### src/rtl/regfile_ctrl_pkg.sv
// Shared encodings for the register-file command sequencer.
// Op codes and the one-hot sequencer state.
package regfile_ctrl_pkg;

  localparam logic [1:0] OP_LOAD = 2'b00;
  localparam logic [1:0] OP_MOV  = 2'b01;
  localparam logic [1:0] OP_ADD  = 2'b10;
  localparam logic [1:0] OP_READ = 2'b11;

  typedef enum logic [4:0] {
    StIdle  = 5'b00001,
    StReadA = 5'b00010,
    StReadB = 5'b00100,
    StWrite = 5'b01000,
    StResp  = 5'b10000
  } state_e;

  typedef struct packed {
    logic [1:0]  op;
    logic [2:0]  rd;
    logic [2:0]  rs;
    logic [2:0]  rt;
    logic [15:0] imm;
  } cmd_t;

endpackage

### src/rtl/rfc_state_reg.sv
// Load-enable register with asynchronous active-high clear.
// Used for the command latch, operand capture and held port values.
module rfc_state_reg #(
  parameter int unsigned Width = 16
) (
  input  logic             clk,
  input  logic             reset,
  input  logic             load,
  input  logic [Width-1:0] d,
  output logic [Width-1:0] q
);

  always_ff @(posedge clk or posedge reset) begin
    if (reset) begin
      q <= '0;
    end else if (load) begin
      q <= d;
    end
  end

endmodule

### src/rtl/regfile_ctrl.sv
// Sequencer that turns LOAD/MOV/ADD/READ commands into regfile port traffic.
// Port strobes decode the one-hot state so reset kills a pending write at once.
module regfile_ctrl
  import regfile_ctrl_pkg::*;
(
  input  logic        clk,
  input  logic        reset,
  input  logic        cmd_valid,
  output logic        cmd_ready,
  input  logic [1:0]  cmd_op,
  input  logic [2:0]  cmd_rd,
  input  logic [2:0]  cmd_rs,
  input  logic [2:0]  cmd_rt,
  input  logic [15:0] cmd_imm,
  output logic [2:0]  rf_readnum,
  input  logic [15:0] rf_data_out,
  output logic [2:0]  rf_writenum,
  output logic        rf_write,
  output logic [15:0] rf_data_in,
  output logic        rsp_valid,
  output logic [15:0] rsp_data,
  output logic        done
);

  state_e      state_q;
  cmd_t        cmd_d, cmd_q;
  logic        accept;
  logic        in_read_a, in_read_b, in_write, in_resp;
  logic [15:0] a_q, b_q, wr_data;
  logic [2:0]  readnum_q;
  logic [18:0] wr_hold_q;
  logic [15:0] rsp_q;

  assign in_read_a = (state_q == StReadA);
  assign in_read_b = (state_q == StReadB);
  assign in_write  = (state_q == StWrite);
  assign in_resp   = (state_q == StResp);

  assign cmd_ready = (state_q == StIdle);
  assign accept    = cmd_valid & cmd_ready;
  assign cmd_d     = '{op: cmd_op, rd: cmd_rd, rs: cmd_rs, rt: cmd_rt, imm: cmd_imm};

  always_ff @(posedge clk or posedge reset) begin
    if (reset) begin
      state_q <= StIdle;
    end else begin
      unique case (state_q)
        StIdle: begin
          if (accept) state_q <= (cmd_op == OP_LOAD) ? StWrite : StReadA;
        end
        StReadA: begin
          case (cmd_q.op)
            OP_ADD:  state_q <= StReadB;
            OP_MOV:  state_q <= StWrite;
            OP_READ: state_q <= StResp;
            default: state_q <= StIdle;
          endcase
        end
        StReadB: state_q <= StWrite;
        StWrite: state_q <= StIdle;
        StResp:  state_q <= StIdle;
        default: state_q <= StIdle;
      endcase
    end
  end

  rfc_state_reg #(.Width($bits(cmd_t))) u_cmd (
    .clk(clk), .reset(reset), .load(accept), .d(cmd_d), .q(cmd_q)
  );

  rfc_state_reg #(.Width(16)) u_a (
    .clk(clk), .reset(reset), .load(in_read_a), .d(rf_data_out), .q(a_q)
  );

  rfc_state_reg #(.Width(16)) u_b (
    .clk(clk), .reset(reset), .load(in_read_b), .d(rf_data_out), .q(b_q)
  );

  always_comb begin
    case (cmd_q.op)
      OP_LOAD: wr_data = cmd_q.imm;
      OP_MOV:  wr_data = a_q;
      OP_ADD:  wr_data = a_q + b_q;
      default: wr_data = a_q;
    endcase
  end

  // Each port shows its live value in its own state and the last one otherwise.
  always_comb begin
    rf_readnum = readnum_q;
    if (in_read_a) begin
      rf_readnum = cmd_q.rs;
    end else if (in_read_b) begin
      rf_readnum = cmd_q.rt;
    end
  end

  assign rf_write    = in_write;
  assign rf_writenum = in_write ? cmd_q.rd : wr_hold_q[18:16];
  assign rf_data_in  = in_write ? wr_data : wr_hold_q[15:0];
  assign rsp_valid   = in_resp;
  assign rsp_data    = in_resp ? a_q : rsp_q;
  assign done        = in_write | in_resp;

  rfc_state_reg #(.Width(3)) u_readnum_hold (
    .clk(clk), .reset(reset), .load(in_read_a | in_read_b), .d(rf_readnum), .q(readnum_q)
  );

  rfc_state_reg #(.Width(19)) u_wr_hold (
    .clk(clk), .reset(reset), .load(in_write), .d({rf_writenum, rf_data_in}), .q(wr_hold_q)
  );

  rfc_state_reg #(.Width(16)) u_rsp_hold (
    .clk(clk), .reset(reset), .load(in_resp), .d(a_q), .q(rsp_q)
  );

endmodule

### config.mk
export PLATFORM = sky130hd
export DESIGN_NAME = regfile_ctrl
export DESIGN_NICKNAME = d
export VERILOG_FILES = /design/src/rtl/regfile_ctrl_pkg.sv /design/src/rtl/rfc_state_reg.sv /design/src/rtl/regfile_ctrl.sv
export SDC_FILE = /design/constraint.sdc
export NUM_CORES = 1
export LEC_CHECK = 0
export ABC_AREA = 0
export ABC_CLOCK_PERIOD_IN_PS = 3850
export BUFFER_PORTS_ARGS = -buffer_cell sky130_fd_sc_hd__clkbuf_2
export CAP_MARGIN = 20
export CORE_MARGIN = 4
export CORE_UTILIZATION = 40
export CTS_CLUSTER_DIAMETER = 40
export DETAILED_ROUTE_END_ITERATION = 10
export PLACE_DENSITY = 0.69
export SLEW_MARGIN = 40
export SYNTH_ARGS = -nofsm -noshare
export SYNTH_HDL_FRONTEND = slang
export SYNTH_HIERARCHICAL = 1
export SYNTH_SLANG_ARGS = --single-unit
### constraint.sdc
create_clock -name clk -period 3.85 [get_ports clk]
set_input_delay 0.385 -clock clk [delete_from_list [all_inputs] [get_ports clk]]
set_output_delay 0.385 -clock clk [all_outputs]
set_load 0.01 [all_outputs]
Yosys cells after proc, flatten, opt, wreduce, memory -nomap -nowiden. Index checks and enable logic that the tools add are counted.

Bits in registers: 102. Bits of input ports: 46. Output and inout bits: 42. Word-level logic and storage cells: 32.

Add/sub/neg operators: 1. Equality and inequality tests: 9. Multiplexer cells: 10. Bitwise operators: 3. Reductions and logical operators: 2.

Operators with widths (count): $mux W16 (2); $pmux W16 S2 (1); $pmux W5 S3 (2); $add A16 B16 Y16 (1); $mux W3 (3); $eq A5 B1 Y1 const B (1); $eq A5 B2 Y1 const B (1); $eq A5 B3 Y1 const B (1); $eq A5 B4 Y1 const B (1); $eq A5 B5 Y1 const B (1); $mux W5 (1); $eq A2 B2 Y1 const B (2); $logic_not A2 Y1 (2); $mux W4 (1); $eq A2 B1 Y1 const B (1); $ne A2 B1 Y1 const B (1); $or A1 B1 Y1 (2); $and A1 B1 Y1 (1).

Depth between registers and ports, before layout. Gate-level depths: netlist of the first run.

Depth in word-level cells: 4. Depth in mapped cells: 10. Depth with buffers taken out: 10.

Modules after synthesis. Netlist of the first run, hierarchy kept.

By module, submodules not included: rfc_state_reg at u_a ... (instances 3, cells an instance 35, area an instance 653.1 um^2); regfile_ctrl (instances 1, cells an instance 294, area an instance 1894.3 um^2); rfc_state_reg at u_cmd (instances 1, cells an instance 58, area an instance 1109.8 um^2); rfc_state_reg at u_wr_hold (instances 1, cells an instance 41, area an instance 762.0 um^2); rfc_state_reg at u_readnum_hold (instances 1, cells an instance 7, area an instance 112.6 um^2).

Worst setup path before layout of the first run. Ideal clock, no wire load.

Path kind: register to output. Start point: reg u_a.q[0]. End point: out rf_data_in[12]. Arrival time: 2.300 ns. Data required time: 3.465 ns. Setup slack: 1.165 ns. Stages on the path, launching flop included: 10. Cells stage by stage: dfrtp_1 ha_1 inv_1 fa_1 nor2b_4 o2111ai_1 a211oi_2 a2111oi_2 mux2_1 a31oi_1.

Longest elaborated chain between the ends: 3.

RTL lines: start, declared (line rfc_state_reg.sv:10) `output logic [Width-1:0] q`; start signal, assigned (line rfc_state_reg.sv:15) `q <= '0;`; start signal, assigned (line rfc_state_reg.sv:17) `q <= d;`; $add A16 B16 Y16 (line regfile_ctrl.sv:83) `OP_ADD: wr_data = a_q + b_q;`; $pmux W16 S2 (line regfile_ctrl.sv:80) `case (cmd_q.op)`; $mux W16 (line regfile_ctrl.sv:100) `assign rf_data_in = in_write ? wr_data : wr_hold_q[15:0];`; end, declared (line regfile_ctrl.sv:19) `output logic [15:0] rf_data_in,`.

Every way passes these cells.

Worst setup path after layout of the first run. Same ends and word-level chain as after synthesis.

==> results.toml, run 1 <==
[floorplan]
initial_core_util_pct = 41.4
num_rows = 43
die-height_um = 129
fp.coreArea_mm2 = 0.0141
io-pin-count = 88
die_w_um = 129
die_area_mm2 = 0.0166

[routing]
maxUsedRoutingLayer = "met4"
postRouteAntennaNets = 0
drc = 0
firstDrtPassIters = 4
wl_met3_um = 540
via_per_inst = 5.36
met2_length_um = 7530
drtIter0Drc = 218
routed_wl_um = 14400
vias = 4136
wl_met1_um = 6080
avgRoutedWirePerCell_um = 18.7

[power_and_ir_drop]
p_seq_share_pct = 36.9
p_sw_mw = 1.92
p_leak_nw = 3.31
pwr-share-clk_pct = 18.0
p_int_mw = 3.08
switching_share_pct = 38.3
p_comb_share_pct = 45.0
p_per_area_mw_per_mm2 = 752
irDropWorstVdd_uv = 413

[sta]
max-slew-margin-rel_pct = 51.5
report.final.slew_viol_count = 0
tightest_slew_ns = 0.723
skew_ns = 0.00970
setup_violations = 0
fmax_mhz = 290
fin_crit_ns = 3.45
final-hold-violation-count = 0
period_share_pct = 89.5
fin_setup_tns_ns = 0
rsz0062_at_grt = "false"

[synth]
ys_ff_latch = 102
syn_nets = 567
ys.flop_type = "dfrtp_1"
postSynth.asyncResetShare_pct = 100
syn_area_mm2 = 0.00584
syn_avg_cell_area_um2 = 11.6
yosys_warnings = 6
ys_types = 60
synth-seq-area-share_pct = 43.7
synth-edff-count = 0
syn_inst = 505

[cells_and_area]
layout.nets = 649
design_area_mm2 = 0.00665
seq_area_mm2 = 0.00255
fill_cells = 1311
multi_input_area_mm2 = 0.00296
area_delta_synth_final_pct = 13.9
antenna_cells = 0
drive_gt1_share_pct = 39.4

[worst_setup_path]
critPathLaunch = "u_a/q[0]"
required_ns = 3.46
path_class = "reg -> out"
start_kind = "flop"
arrival_ns = 3.06
timing.rr.start = "u_a/q[0]"
crit_path_end_kind = "output pin"
cp_max_fo = 5

[global_route]
grt_max_degree = 28
grt-ovfl-total = 0
grt_first_pass_wirelength_um = 23400
grt_util_all_layers_pct = 18.3
grt_pass1_vias = 4410
antenna_found_initial = 0

[clocking]
cts_root_buf = "clkbuf_16"
insertion_delay_ns = 0.36
cts_buffer_depth = 2
cts_sinks = 102
clkTransAtPathRegs_ns = 0.07
h-tree-depth = 3
tritoncts = "yes"
cts-buffers-inserted = 9
cts_setup_buffers = 0
cts_resized = 0

[placed_design]
dpl.hpwl_um = 11100
port_buffers = 87
place.gp.congestion = 0.872
dpl_cell_area_mm2 = 0.00634

[status]
status = "complete, no violations"

[hold_path]
min_path_type = "in -> reg"
worstHoldStart = "cmd_rt[1]"

[job]
drv_cap = 0
[Yosys cell counts (2+ instances only)]
cell	n	share of area, %
a211oi_1	4	0.51
a211oi_2	2	0.43
a21o_1	5	0.64
a21oi_1	20	1.7
a221o_1	3	0.51
a221oi_1	2	0.30
a31oi_1	5	0.54
and3_1	2	0.21
buf_12	6	2.1
buf_2	4	0.34
buf_6	6	1.2
clkbuf_1	8	0.51
dfrtp_1	101	43
ha_1	15	3.2
inv_1	22	1.4
mux2_2	43	8.3
mux2_4	60	15
mux2i_1	6	1.0
nand2_1	64	4.1
nand2_2	2	0.21
nand2b_1	4	0.43
nand3_1	5	0.43
nand3b_1	3	0.39
nand4_1	2	0.21
nor2_1	18	1.2
nor2b_1	8	0.86
nor3_1	11	0.94
nor3b_1	2	0.26
o21a_1	3	0.39
o21ai_0	21	1.8
o21ai_1	3	0.26
o21bai_1	3	0.39
o31a_1	2	0.30
o31ai_1	7	0.90
or3_1	6	0.64
xnor2_1	3	0.45
[registers in the layout (all words and copies together), names as in the netlist]
register,flops
u_wr_hold/q,19
u_rsp_hold/q,16
u_a/q,16
u_b/q,16
state_q,5
u_readnum_hold/q,3
u_cmd/q,27
[layout by cell type, fill, tap and decap left out, types with 2 or more instances in the layout]
| cell type | count |
|---|---|
| a21o_1 | 5 |
| nand2_1 | 64 |
| clkbuf_8 | 2 |
| nand3b_1 | 3 |
| a221oi_1 | 2 |
| a221o_1 | 3 |
| o21a_1 | 3 |
| o31a_1 | 2 |
| nand2b_1 | 4 |
| a211oi_2 | 2 |
| nor2b_1 | 8 |
| xnor2_1 | 3 |
| ha_1 | 15 |
| inv_1 | 19 |
| nand2_2 | 2 |
| dfrtp_1 | 101 |
| mux2_2 | 43 |
| o21ai_0 | 21 |
| o21bai_1 | 3 |
| buf_4 | 8 |
| a21oi_1 | 20 |
| and3_1 | 2 |
| o21ai_1 | 3 |
| mux2i_1 | 6 |
| nand3_1 | 5 |
| o31ai_1 | 7 |
| clkbuf_2 | 87 |
| a211oi_1 | 4 |
| mux2_4 | 60 |
| nor2_1 | 18 |
| a31oi_1 | 5 |
| clkbuf_16 | 9 |
| nand4_1 | 2 |
| inv_2 | 3 |
| or3_1 | 6 |
| nor3_1 | 11 |
[routing by layer]
layer | global-route usage [%] | vias to the layer above
met4 | 5.56 | 0
met3 | 4.32 | 20
met5 | 0 | -
li1 | - | 1955
met1 | 22.1 | 2080
met2 | 32.1 | 81
[final timing paths]
| check | endpoint | slack (ns) | cells after the start |
|---|---|---|---|
| worst max-delay path | rf_data_in[12] | 0.40 | 10 |
| worst min-delay path | u_cmd/q[17] | 0.25 | 2 |
| worst max register to register | u_wr_hold/q[8] | 1.04 | 10 |
| worst min register to register | u_wr_hold/q[9] | 0.51 | 1 |
| max in group asynchronous | u_b/q[0] | 2.64 | 3 |
| min in group asynchronous | u_readnum_hold/q[2] | 0.55 | 3 |
[kinds of logic after synthesis]
kind of cell	Yosys count	synth area share (%)
AND/OR/NAND/NOR	135	11.1
buffers and inverters	49	5.74
multiplexers	110	24.9
adder cells (fa/ha/maj)	16	3.56
AO/OA/AOI/OAI	89	10.4
flip-flops	102	43.7
XOR/XNOR	4	0.600
[per-stage QoR]
stage	util [%]	worst slack [ns]	instances	power, mW	hold WS [ns]
final	47.2	0.403	772	5.00	0.251
after global routing	47.2	0.250	772	5.35	0.243
after CTS	47.2	0.385	772	5.05	0.242
after detailed placement	45.0	0.773	755	4.13	0.371
after global placement	44.8	0.798	754	4.05	0.364
after floorplan	-	1.16	505	3.53	0.139
[repair_timing]
item,CTS,global route
hold endpoints to repair,3,0
endpoints found under the setup margin,0,0
hold buffers,1,0
[critical path, cell delays in order (launching register included)]
cell	delay (ns)
dfrtp_1	0.40
ha_1	0.23
inv_1	0.07
fa_1	0.43
nor2b_4	0.15
o2111ai_1	0.22
a211oi_2	0.34
a2111oi_2	0.08
mux2_1	0.32
a31oi_1	0.28
clkbuf_2	0.19
[cell type report]
| type | count | area share (%) |
|---|---|---|
| multi-input cells | 354 | 44.5 |
| flip-flops and latches | 102 | 38.4 |
| repair buffers | 97 | 8.02 |
| clock buffers | 11 | 3.80 |
| well taps | 180 | 3.39 |
| inverters | 23 | 1.30 |
| clock inverters | 5 | 0.621 |
[power by group through the flow]
stage | sequential (mW) | clock, mW | combinational (mW)
CTS | 1.86 | 0.923 | 2.27
floorplan | 1.69 | 0 | 1.85
global route | 1.91 | 0.972 | 2.47
global placement | 1.85 | 0 | 2.20
detailed placement | 1.88 | 0 | 2.25
finish | 1.85 | 0.901 | 2.25
No activity file was read; power rests on OpenSTA's default activity.
==> run 2: changes to the inputs <==
Settings changed: CORE_UTILIZATION 40 to 62, PLACE_DENSITY 0.69 to 0.95.
==> run 2 against run 1 <==
Fmax is 2.6% lower. Highest routed layer unchanged. Cell area down 3.5%. Sequential share of layout area rose by 1.4 points. Critical path type unchanged.
==> results.toml, run 2 (synthesized netlist as in run 1, its figures left out) <==
[placed_design]
port_buffers = 87
dpl.hpwl_um = 10400
place.gp.congestion = 0.939

[routing]
postRouteAntennaNets = 0
avgRoutedWirePerCell_um = 19.6
routed_wl_um = 13700
drtIter0Drc = 283
vias = 4238
firstDrtPassIters = 5
via_per_inst = 6.05
drc = 0

[clocking]
cts_root_buf = "clkbuf_8"
cts_resized = 0
clkTransAtPathRegs_ns = 0.10
cts-buffers-inserted = 9
cts_sinks = 102
tritoncts = "yes"
cts_setup_buffers = 0
insertion_delay_ns = 0.37
h-tree-depth = 3
cts_buffer_depth = 2

[floorplan]
io-pin-count = 88
die-height_um = 105
die_area_mm2 = 0.0110
num_rows = 35
initial_core_util_pct = 63.5
die_w_um = 105
fp.coreArea_mm2 = 0.00920

[cells_and_area]
final_common_cell = "dfrtp_1"
layout.nets = 646
layout_common_cells = "dfrtp_1 (101), clkbuf_2 (87), nand2_1 (64)"
largest-register = "u_cmd/q"
fill_cells = 683
top_regs = "u_cmd/q: 27 flops, u_wr_hold/q: 19 flops"
largest_reg_flops = 27
drive_gt1_share_pct = 38.9
area_delta_synth_final_pct = 9.86
antenna_cells = 0

[worst_setup_path]
cp_top_family = "compound AO/OA/AOI/OAI gates"
cpMaxStageDelayCell = "dfrtp_1"
arrival_ns = 3.16
cp_cell_sequence = "ha_1 > inv_1 > fa_1 > nor2b_4 > o2111ai_1 > and3b_2 > o21ai_0 > a221oi_1 > o31ai_1 > clkbuf_2"
path_class = "reg -> out"
required_ns = 3.46
cp_max_fo = 5
start_kind = "flop"
crit_path_end_kind = "output pin"
crit_buf_inv = 2
critPathMaxStageDelay_ns = 0.43

[hold_path]
min_path_type = "in -> reg"

[sta]
period_share_pct = 92.0
rsz0062_at_grt = "false"
fin_crit_ns = 3.54
fmax_mhz = 282
fin_setup_tns_ns = 0
report.final.slew_viol_count = 0
tightest_slew_ns = 0.783
max-slew-margin-rel_pct = 47.5
final-hold-violation-count = 0
setup_violations = 0
skew_ns = 0.0109

[power_and_ir_drop]
p_total_mw = 4.74
p_sw_mw = 1.88
p_comb_share_pct = 46.6
irDropWorstVdd_uv = 469
p_per_area_mw_per_mm2 = 739
p_seq_share_pct = 39.3
switching_share_pct = 39.7
pwr-share-clk_pct = 14.1
p_leak_nw = 3.25
p_int_mw = 2.86

[job]
drv_cap = 0

[global_route]
grt_max_degree = 34
grt_pass1_vias = 4537
grt_util_all_layers_pct = 25.2
grt-ovfl-total = 0
grt_first_pass_wirelength_um = 22000
antenna_found_initial = 0

[status]
status = "complete, no violations"
run 2: cell types whose count changed in the layout (fill, tap and decap cells not counted), sizes merged:
cell / previous run / this run
inv: 24 / 25
buf: 9 / 6
clkinvlp: 1 / 0
run 2: metal layers:
layer | GRT usage (%) | up-vias | share of wire, %
li1 | - | 1949 | -
met1 | 29.0 | 2112 | 39
met2 | 45.1 | 140 | 52
met3 | 5.68 | 37 | 5.7
met4 | 10.3 | 0 | 3.2
met5 | 0 | - | 0
run 2: cell type report:
cell class                      count  area [um^2]  area share [%]
Clock buffer                       11          151            2.36
Clock inverter                      5         38.8           0.605
Inverter                           23         86.3            1.35
Multi-Input combinational cell    354         2950            46.1
Sequential cell                   102         2550            39.8
Tap cell                          111          139            2.17
Timing Repair Buffer               94          490            7.65
run 2: metrics by stage:
stage          area, um^2  util, %  instances  hold WS (ns)  setup WS (ns)
6_report             6410     69.7        700         0.236          0.310
5_1_grt              6410     69.7        700         0.219          0.158
3_5_place_dp         6210     67.6        683         0.355          0.812
4_1_cts              6410     69.7        700         0.222          0.370
2_1_floorplan        5840        -        505         0.139           1.16
3_3_place_gp         6210     67.6        683         0.335          0.899
run 2: path summary, 6_finish.rpt:
check,start,end,slack (ns),depth (start not counted)
worst min register to register,u_cmd/q[5],u_cmd/q[5],0.52,1
min in group asynchronous,reset,u_readnum_hold/q[2],0.53,3
worst max register to register,u_a/q[0],u_wr_hold/q[8],0.95,10
worst min-delay path,cmd_imm[0],u_cmd/q[0],0.24,2
max in group asynchronous,reset,u_b/q[8],2.61,3
worst max-delay path,u_a/q[0],rf_data_in[8],0.31,10
run 2: worst reg2reg max path, stage by stage (launching register included):
cell       delay, ns
dfrtp_1         0.43
ha_1            0.24
inv_1           0.07
fa_1            0.42
nor2b_4         0.16
o2111ai_1       0.24
and3b_2         0.34
o211a_1         0.21
a221oi_1        0.26
o31ai_1         0.14
mux2_4          0.28
run 2: what timing repair did:
item,CTS,global route
setup endpoints to repair,0,0
hold buffers,1,0
hold endpoints to repair,7,0
run 2: power by group through the flow:
stage / registers [mW] / logic [mW] / clock network (mW)
floorplan: 1.69 / 1.85 / 0
global placement: 1.84 / 2.10 / 0
detailed placement: 1.88 / 2.18 / 0
CTS: 1.86 / 2.20 / 0.677
global route: 1.91 / 2.40 / 0.716
finish: 1.86 / 2.21 / 0.667
